### config.mk
export PLATFORM = sky130hd
export DESIGN_NAME = seq_mag_comparator
export DESIGN_NICKNAME = d
export VERILOG_FILES = /design/src/rtl/seq_mag_comparator_pkg.sv /design/src/rtl/mag_slice_cmp.sv /design/src/rtl/seq_mag_comparator.sv
export SDC_FILE = /design/constraint.sdc
export NUM_CORES = 1
export LEC_CHECK = 0
export BUFFER_PORTS_ARGS = -buffer_cell sky130_fd_sc_hd__buf_2
export CORE_ASPECT_RATIO = 0.9
export CORE_MARGIN = 2
export CORE_UTILIZATION = 41
export CTS_CLUSTER_SIZE = 16
export DETAILED_ROUTE_END_ITERATION = 8
export PLACE_DENSITY_LB_ADDON = 0.25
export REMOVE_ABC_BUFFERS = 1
export SETUP_SLACK_MARGIN = 0.2
export SLEW_MARGIN = 20
export SYNTH_ARGS = -nofsm -noshare
export SYNTH_HDL_FRONTEND = slang
export SYNTH_SLANG_ARGS = --single-unit
### constraint.sdc
create_clock -name CLK -period 2.5 [get_ports CLK]
set_clock_uncertainty 0.05 [all_clocks]
set_input_delay 0 -clock CLK [delete_from_list [all_inputs] [get_ports CLK]]
set_output_delay 0 -clock CLK [all_outputs]
set_load 0.005 [all_outputs]
### src/rtl/seq_mag_comparator_pkg.sv
// Shared state encoding and sizing helpers for the
// slice-serial magnitude comparator.
package seq_mag_comparator_pkg;

  typedef enum logic [1:0] {
    S_IDLE = 2'd0,
    S_CMP  = 2'd1,
    S_DONE = 2'd2
  } state_t;

  function automatic int nsl_of(input int width, input int slice);
    return width / slice;
  endfunction

  function automatic int idx_w(input int width, input int slice);
    int n;
    n = width / slice;
    return (n <= 1) ? 1 : $clog2(n);
  endfunction

endpackage

### src/rtl/mag_slice_cmp.sv
// Combinational magnitude compare of one operand slice.
// Exactly one of lt/gt/eq is high.
module mag_slice_cmp #(
  parameter int SLICE = 4
) (
  input  logic [SLICE-1:0] a,
  input  logic [SLICE-1:0] b,
  output logic             lt,
  output logic             gt,
  output logic             eq
);

  assign lt = (a < b);
  assign gt = (a > b);
  assign eq = (a == b);

endmodule

### src/rtl/seq_mag_comparator.sv
// Sequential magnitude comparator: one SLICE-bit slice per
// cycle, MSB slice first, early exit on first difference.
module seq_mag_comparator
  import seq_mag_comparator_pkg::*;
#(
  parameter int WIDTH = 16,
  parameter int SLICE = 4
) (
  input  logic             CLK,
  input  logic             CLR_N,
  input  logic             START,
  input  logic [WIDTH-1:0] A,
  input  logic [WIDTH-1:0] B,
  input  logic             SIGNED,
  input  logic             ALBi,
  input  logic             AGBi,
  input  logic             AEBi,
  output logic             BUSY,
  output logic             DONE,
  output logic             ALBo,
  output logic             AGBo,
  output logic             AEBo
);

  localparam int NSL = nsl_of(WIDTH, SLICE);
  localparam int IW  = idx_w(WIDTH, SLICE);
  localparam logic [SLICE-1:0] MSB = SLICE'(1) << (SLICE - 1);

  state_t           state_q;
  state_t           state_d;
  logic [IW-1:0]    idx_q;
  logic [WIDTH-1:0] a_q;
  logic [WIDTH-1:0] b_q;
  logic             sgn_q;
  logic [2:0]       cas_q;

  logic [SLICE-1:0] sa;
  logic [SLICE-1:0] sb;
  logic [SLICE-1:0] flip;
  logic             lt;
  logic             gt;
  logic             eq;
  logic             last;
  logic             accept;
  logic             decide;
  logic             adv;

  always_comb begin
    sa = '0;
    sb = '0;
    for (int i = 0; i < NSL; i++) begin
      if (idx_q == IW'(i)) begin
        sa = a_q[(NSL-1-i)*SLICE +: SLICE];
        sb = b_q[(NSL-1-i)*SLICE +: SLICE];
      end
    end
  end

  // Two's-complement order = unsigned order with sign bit flipped
  assign flip = (sgn_q && idx_q == '0) ? MSB : '0;
  assign last = (idx_q == IW'(NSL - 1));

  mag_slice_cmp #(
    .SLICE(SLICE)
  ) u_slice (
    .a  (sa ^ flip),
    .b  (sb ^ flip),
    .lt (lt),
    .gt (gt),
    .eq (eq)
  );

  always_comb begin
    state_d = state_q;
    accept  = 1'b0;
    decide  = 1'b0;
    adv     = 1'b0;
    unique case (state_q)
      S_IDLE, S_DONE: begin
        if (START) begin
          accept  = 1'b1;
          state_d = S_CMP;
        end else begin
          state_d = S_IDLE;
        end
      end
      S_CMP: begin
        if (!eq || last) begin
          decide  = 1'b1;
          state_d = S_DONE;
        end else begin
          adv = 1'b1;
        end
      end
      default: state_d = S_IDLE;
    endcase
  end

  always_ff @(posedge CLK or negedge CLR_N) begin
    if (!CLR_N) begin
      state_q <= S_IDLE;
      idx_q   <= '0;
      a_q     <= '0;
      b_q     <= '0;
      sgn_q   <= 1'b0;
      cas_q   <= '0;
      ALBo    <= 1'b0;
      AGBo    <= 1'b0;
      AEBo    <= 1'b0;
    end else begin
      state_q <= state_d;
      if (accept) begin
        a_q   <= A;
        b_q   <= B;
        sgn_q <= SIGNED;
        cas_q <= {ALBi, AGBi, AEBi};
        idx_q <= '0;
      end else if (adv) begin
        idx_q <= idx_q + IW'(1);
      end
      if (decide) begin
        unique case (1'b1)
          lt: {ALBo, AGBo, AEBo} <= 3'b100;
          gt: {ALBo, AGBo, AEBo} <= 3'b010;
          eq: {ALBo, AGBo, AEBo} <= cas_q;
        endcase
      end
    end
  end

  assign BUSY = (state_q == S_CMP);
  assign DONE = (state_q == S_DONE);

endmodule

### Word level (Yosys, flattened, before mapping)

Cells that the tools add are included.

* output and inout bits: 5
* word-level logic and storage cells: 52
* register bits: 43

* equal/unequal tests: 7
* $add $sub $neg: 1
* mux-type cells: 23
* order comparisons: 2
* reductions and logical operators: 8
* bitwise operators: 2

Operators with widths (number)
* 4-bit two-way mux: 9
* 4-bit bitwise XOR: 2
* 1-bit two-way mux: 7
* 2-bit equality test (second input constant): 3
* 2-bit two-way mux: 3
* 1-bit case mux with 3 select lines: 2
* 2-bit by 1-bit equality test with 1-bit output (second input constant): 2
* 4-bit equality test: 1
* 4-bit greater-than comparator: 1
* 2-bit logical NOT: 2
* 4-bit < comparator: 1
* 2-bit case mux with 2 select lines: 1
* 2-bit OR reduction: 2
* 2-bit by 1-bit adder with 2-bit output (second input constant): 1
* 2-bit by 1-bit inequality test with 1-bit output (second input constant): 1
* 1-bit case mux with 2 select lines: 1
* 2-bit nonzero test: 1
* 1-bit logical AND: 1
* 1-bit logical NOT: 1
* 1-bit logical OR: 1

### Logic depth before layout (Yosys ltp)

* depth after elaboration: 13
* gate-level depth with buffers: 14

### By module

A second synthesis with hierarchy kept.

* cell total of the unflattened synthesis: 170
* area, all modules: 2175.8 sq um

By module, submodules not included
* seq_mag_comparator: area each 2047.0 sq um, instances 1, cells an instance 154
* mag_slice_cmp: area each 128.9 sq um, instances 1, cells an instance 16

### Worst setup path before layout

Ideal clock, no wire load.

* path type: register to register
* from: register idx_q[0]
* to: register idx_q[1]
* required time: 2.328 ns
* setup time: 0.122 ns
* data arrival time: 2.315 ns
* path buffers: 2
* period minus slack after synthesis: 2.487 ns
* stages on the path, launching flop included: 14
* path slack: 0.013 ns
* cell sequence: dfrtp_1 inv_1 ha_1 nor2b_2 buf_6 a22oi_1 a21oi_1 xor2_1 ha_1 and4_1 buf_6 and3_4 mux2i_1 nor2_1

* word-level cells in the longest chain between the ends: 12
* elaborated cells on any way between the ends: 25

RTL lines
* start: declaration: line seq_mag_comparator.sv:31 `logic [IW-1:0] idx_q;`
* start signal: assignment: line seq_mag_comparator.sv:119 `idx_q <= idx_q + IW'(1);`
* 2-bit logical NOT: line seq_mag_comparator.sv:52, seq_mag_comparator.sv:60
* 4-bit two-way mux (4 in a row): line seq_mag_comparator.sv:52 `if (idx_q == IW'(i)) begin`
* 4-bit bitwise XOR, on equally long branches: line seq_mag_comparator.sv:66, seq_mag_comparator.sv:67
* 4-bit equality test: line mag_slice_cmp.sv:15 `assign eq = (a == b);`
* 1-bit logical NOT: line seq_mag_comparator.sv:88 `if (!eq || last) begin`
* 1-bit logical OR: line seq_mag_comparator.sv:88
* 1-bit two-way mux: line seq_mag_comparator.sv:88
* 1-bit two-way mux: line seq_mag_comparator.sv:78 `unique case (state_q)`
* 2-bit nonzero test (no source line)

Parallel ways exist; a longest one is shown, timed or not. The select of a mux whose other input is x is not followed.
A chain may end at the register's enable or synchronous reset.

### Final worst setup path

* from: register idx_q[1]
* to: register AGBo

* word-level cells in the longest chain between the ends: 11
* elaborated cells on any way between the ends: 24

RTL lines
* branches (longest 11 deep; another with 4-bit greater-than comparator)
* end signal: assignment: line seq_mag_comparator.sv:125 `eq: {ALBo, AGBo, AEBo} <= cas_q;`
* end: declaration: line seq_mag_comparator.sv:21 `output logic AGBo,`

Several ways; the timed one is not identified.

==> metrics <==
Tcrit/Tclk final=0.995; syn avg cell area=12.6 um^2; total grt overflow=0; Die W=78.9 um; clk slew on worst S/H paths=0.07 ns; Critical Path Sink=AGBo; die area=0.00563 mm^2; Critical Path RT=2.62 ns; Layout Area Growth over Synthesis=43.5%; clock network fraction of total power=0.150; first-pass GRT wire length=7.53 mm; PortBufs=43; routed len/inst=13.5 um; routed wire length=4.39 mm; Hold Path Cell Cnt=3; sequential share of the synthesized area=0.520; clock latency on the worst-skew pair=0.28 ns; Psw=0.935 mW; Core ar.=0.00486 mm^2; leakage=1.33 nW; mapped cell area=0.00207 mm^2; Synth Flop Type=dfrtp_1; deepest clock path buffer count=2; Post-synth EDFFs=0; ANT nets after route=0; DRT Pass-1 Iters=4; Max-cap violations=0; Async SR Flop Fraction=1.00; CP peak stage delay=0.42 ns; Vias=1542; Hold Violations, Final=0; Reg power frac=0.403; CTS Sinks=43; Total Nets Final=306; placer congestion estimate=0.748; Slew Viols, Final=0; post-place setup slack=-0.154 ns; Max Clk Rate=402 MHz; worst hold margin=0.0811 ns; Crit path max-delay family=compound AO/OA/AOI/OAI gates; io pins=44; root buffer cell=clkbuf_8; die height=71.4 um; Tmin final=2.49 ns; cell internal pwr=1.92 mW; Via density=4.76; DP Cell Count=278; RSZ-0062 raised after global routing=true; # setup viols final=0; setup slack after layout=0.0131 ns; hold crit path type=primary input to flop; largest net degree at the start of global routing=44; worst path arrival time=2.61 ns; status=complete, no violations; synth unique cells=32; type of the worst setup path=flop to flop; Reg2Reg Setup Slack=0.01 ns; Std-Cell Rows=24; TritonCTS Buffers=5; CTS tree=built; Critical Path Slowest Stage Cell=dfrtp_1; #FFs+latches synth=43; worst flop-to-flop path endpoint=AGBo; layout cells sized above 1=0.448; Synthesis Warnings=0; number of DRC markers in iteration 0=74; H-Tree Depth=2; Worst setup EP type=flop; Setup crit start kind=flop; initial core utilization=0.425; Worst Setup SP=idx_q[1]; vias in the first global route=1592; relative slew slack=0.374; critical path depth=10; power per cell area=960 mW/mm^2; Layout Cells excl Fill=324; wl on met1=2.11 mm; crit path cell chain=inv_2 > ha_2 > nor2b_4 > buf_6 > a221oi_2 > o31ai_1 > ha_1 > and4_4 > buf_4 > o31a_2; crit-path max FO=7; Tightest Pin Transition=0.939 ns; Worst VDD drop=0.000530 V; number of antenna violations at the first check in global routing=0; DP HPWL=2.89 mm; CP bufs+invs=3; met2 WL=2.08 mm; Antenna Cells=0; fin util=0.610; top sig layer=met4; met3 wire length=151 um; Synth Instances=164; commonest cells after routing, fill and taps aside=dfrtp_1 (43), buf_2 (43), dlygate4sd3_1 (37); DRC viols=0; power consumption=2.85 mW; Total Routing Usage GR=0.169; RR Startpoint=idx_q[1]; switching share of total power=0.328; Gate power share=0.447; r2r worst-path depth=10
[synthesized netlist by cell type, drive strengths merged (3+ instances only)]
cell / count / area share
a22oi: 3 / 0.011
a221oi: 5 / 0.024
mux2: 35 / 0.19
o21ai: 4 / 0.0097
nor2: 4 / 0.0073
nor2b: 8 / 0.025
buf: 7 / 0.030
o31ai: 3 / 0.011
ha: 8 / 0.048
nand2: 7 / 0.013
o22ai: 3 / 0.0091
inv: 7 / 0.013
a21oi: 10 / 0.030
dfrtp: 43 / 0.52
[cell families after synthesis]
logic type      Yosys count  share of synthesized area
flops                    43                      0.520
mux                      36                      0.195
xor+xnor                  3                     0.0127
buf+inv                  16                     0.0460
fa+ha+maj                 8                     0.0484
compound gates           30                      0.103
simple gates             28                     0.0738
[worst min path at each step]
| stage | to | slack (ns) | startpoint |
|---|---|---|---|
| after floorplan | AEBo | -0.35 | CLR_N |
| after global placement | b_q[0] | 0.15 | CLR_N |
| after detailed placement | b_q[0] | 0.15 | CLR_N |
| after CTS | idx_q[1] | 0.07 | START |
| after global routing | idx_q[1] | 0.09 | START |
| final | idx_q[1] | 0.08 | START |
[through the flow]
| stage | TNS, ns | area (um^2) |
|---|---|---|
| 4_1_cts | 0 | 2950 |
| 3_5_place_dp | -0.560 | 2440 |
| 3_3_place_gp | -0.268 | 2440 |
| 5_1_grt | -0.298 | 2970 |
| 6_report | 0 | 2970 |
| 2_1_floorplan | -7.55 | 2000 |
[state kept, by name (all words and copies together) (netlist names)]
| register | flops |
|---|---|
| cas_q | 3 |
| sgn_q | 1 |
| a_q | 16 |
| b_q | 16 |
| AGBo | 1 |
| idx_q | 2 |
| AEBo | 1 |
| state_q | 2 |
| ALBo | 1 |
[power groups by stage]
| stage | registers (mW) | clock network (mW) | logic, mW |
|---|---|---|---|
| finish | 1.15 | 0.428 | 1.28 |
| global route | 1.18 | 0.466 | 1.42 |
| CTS | 1.15 | 0.447 | 1.25 |
| detailed placement | 1.15 | 0 | 1.10 |
| global placement | 1.15 | 0 | 1.07 |
| floorplan | 1.09 | 0 | 0.755 |
[final cells by class]
cell class / count / area, um^2
clock buffers: 6 / 82.6
clock inverters: 1 / 5.00
fillers: 401 / 1900
inverters: 7 / 26.3
multi-input cells: 105 / 955
flip-flops and latches: 43 / 1080
well taps: 65 / 81.3
repair buffers: 97 / 742
[repair_timing]
action	in CTS	in global routing
pin swaps	12	4
gates cloned	0	0
setup buffers	1	1
hold endpoints to repair	79	0
gates resized for setup	13	4
hold buffers	37	0
endpoints found under the setup margin	7	7
[tightest hold or removal path, stage by stage]
cell and delay [ns]:
buf_2 0.10, nor2b_4 0.17, nor2_1 0.11
[layer usage]
metal	up-vias	GRT usage
li1	779	-
met1	725	0.232
met2	31	0.269
met3	7	0.0441
met4	0	0.0498
met5	-	0
Note: power is estimated with default switching activity, not from simulation.
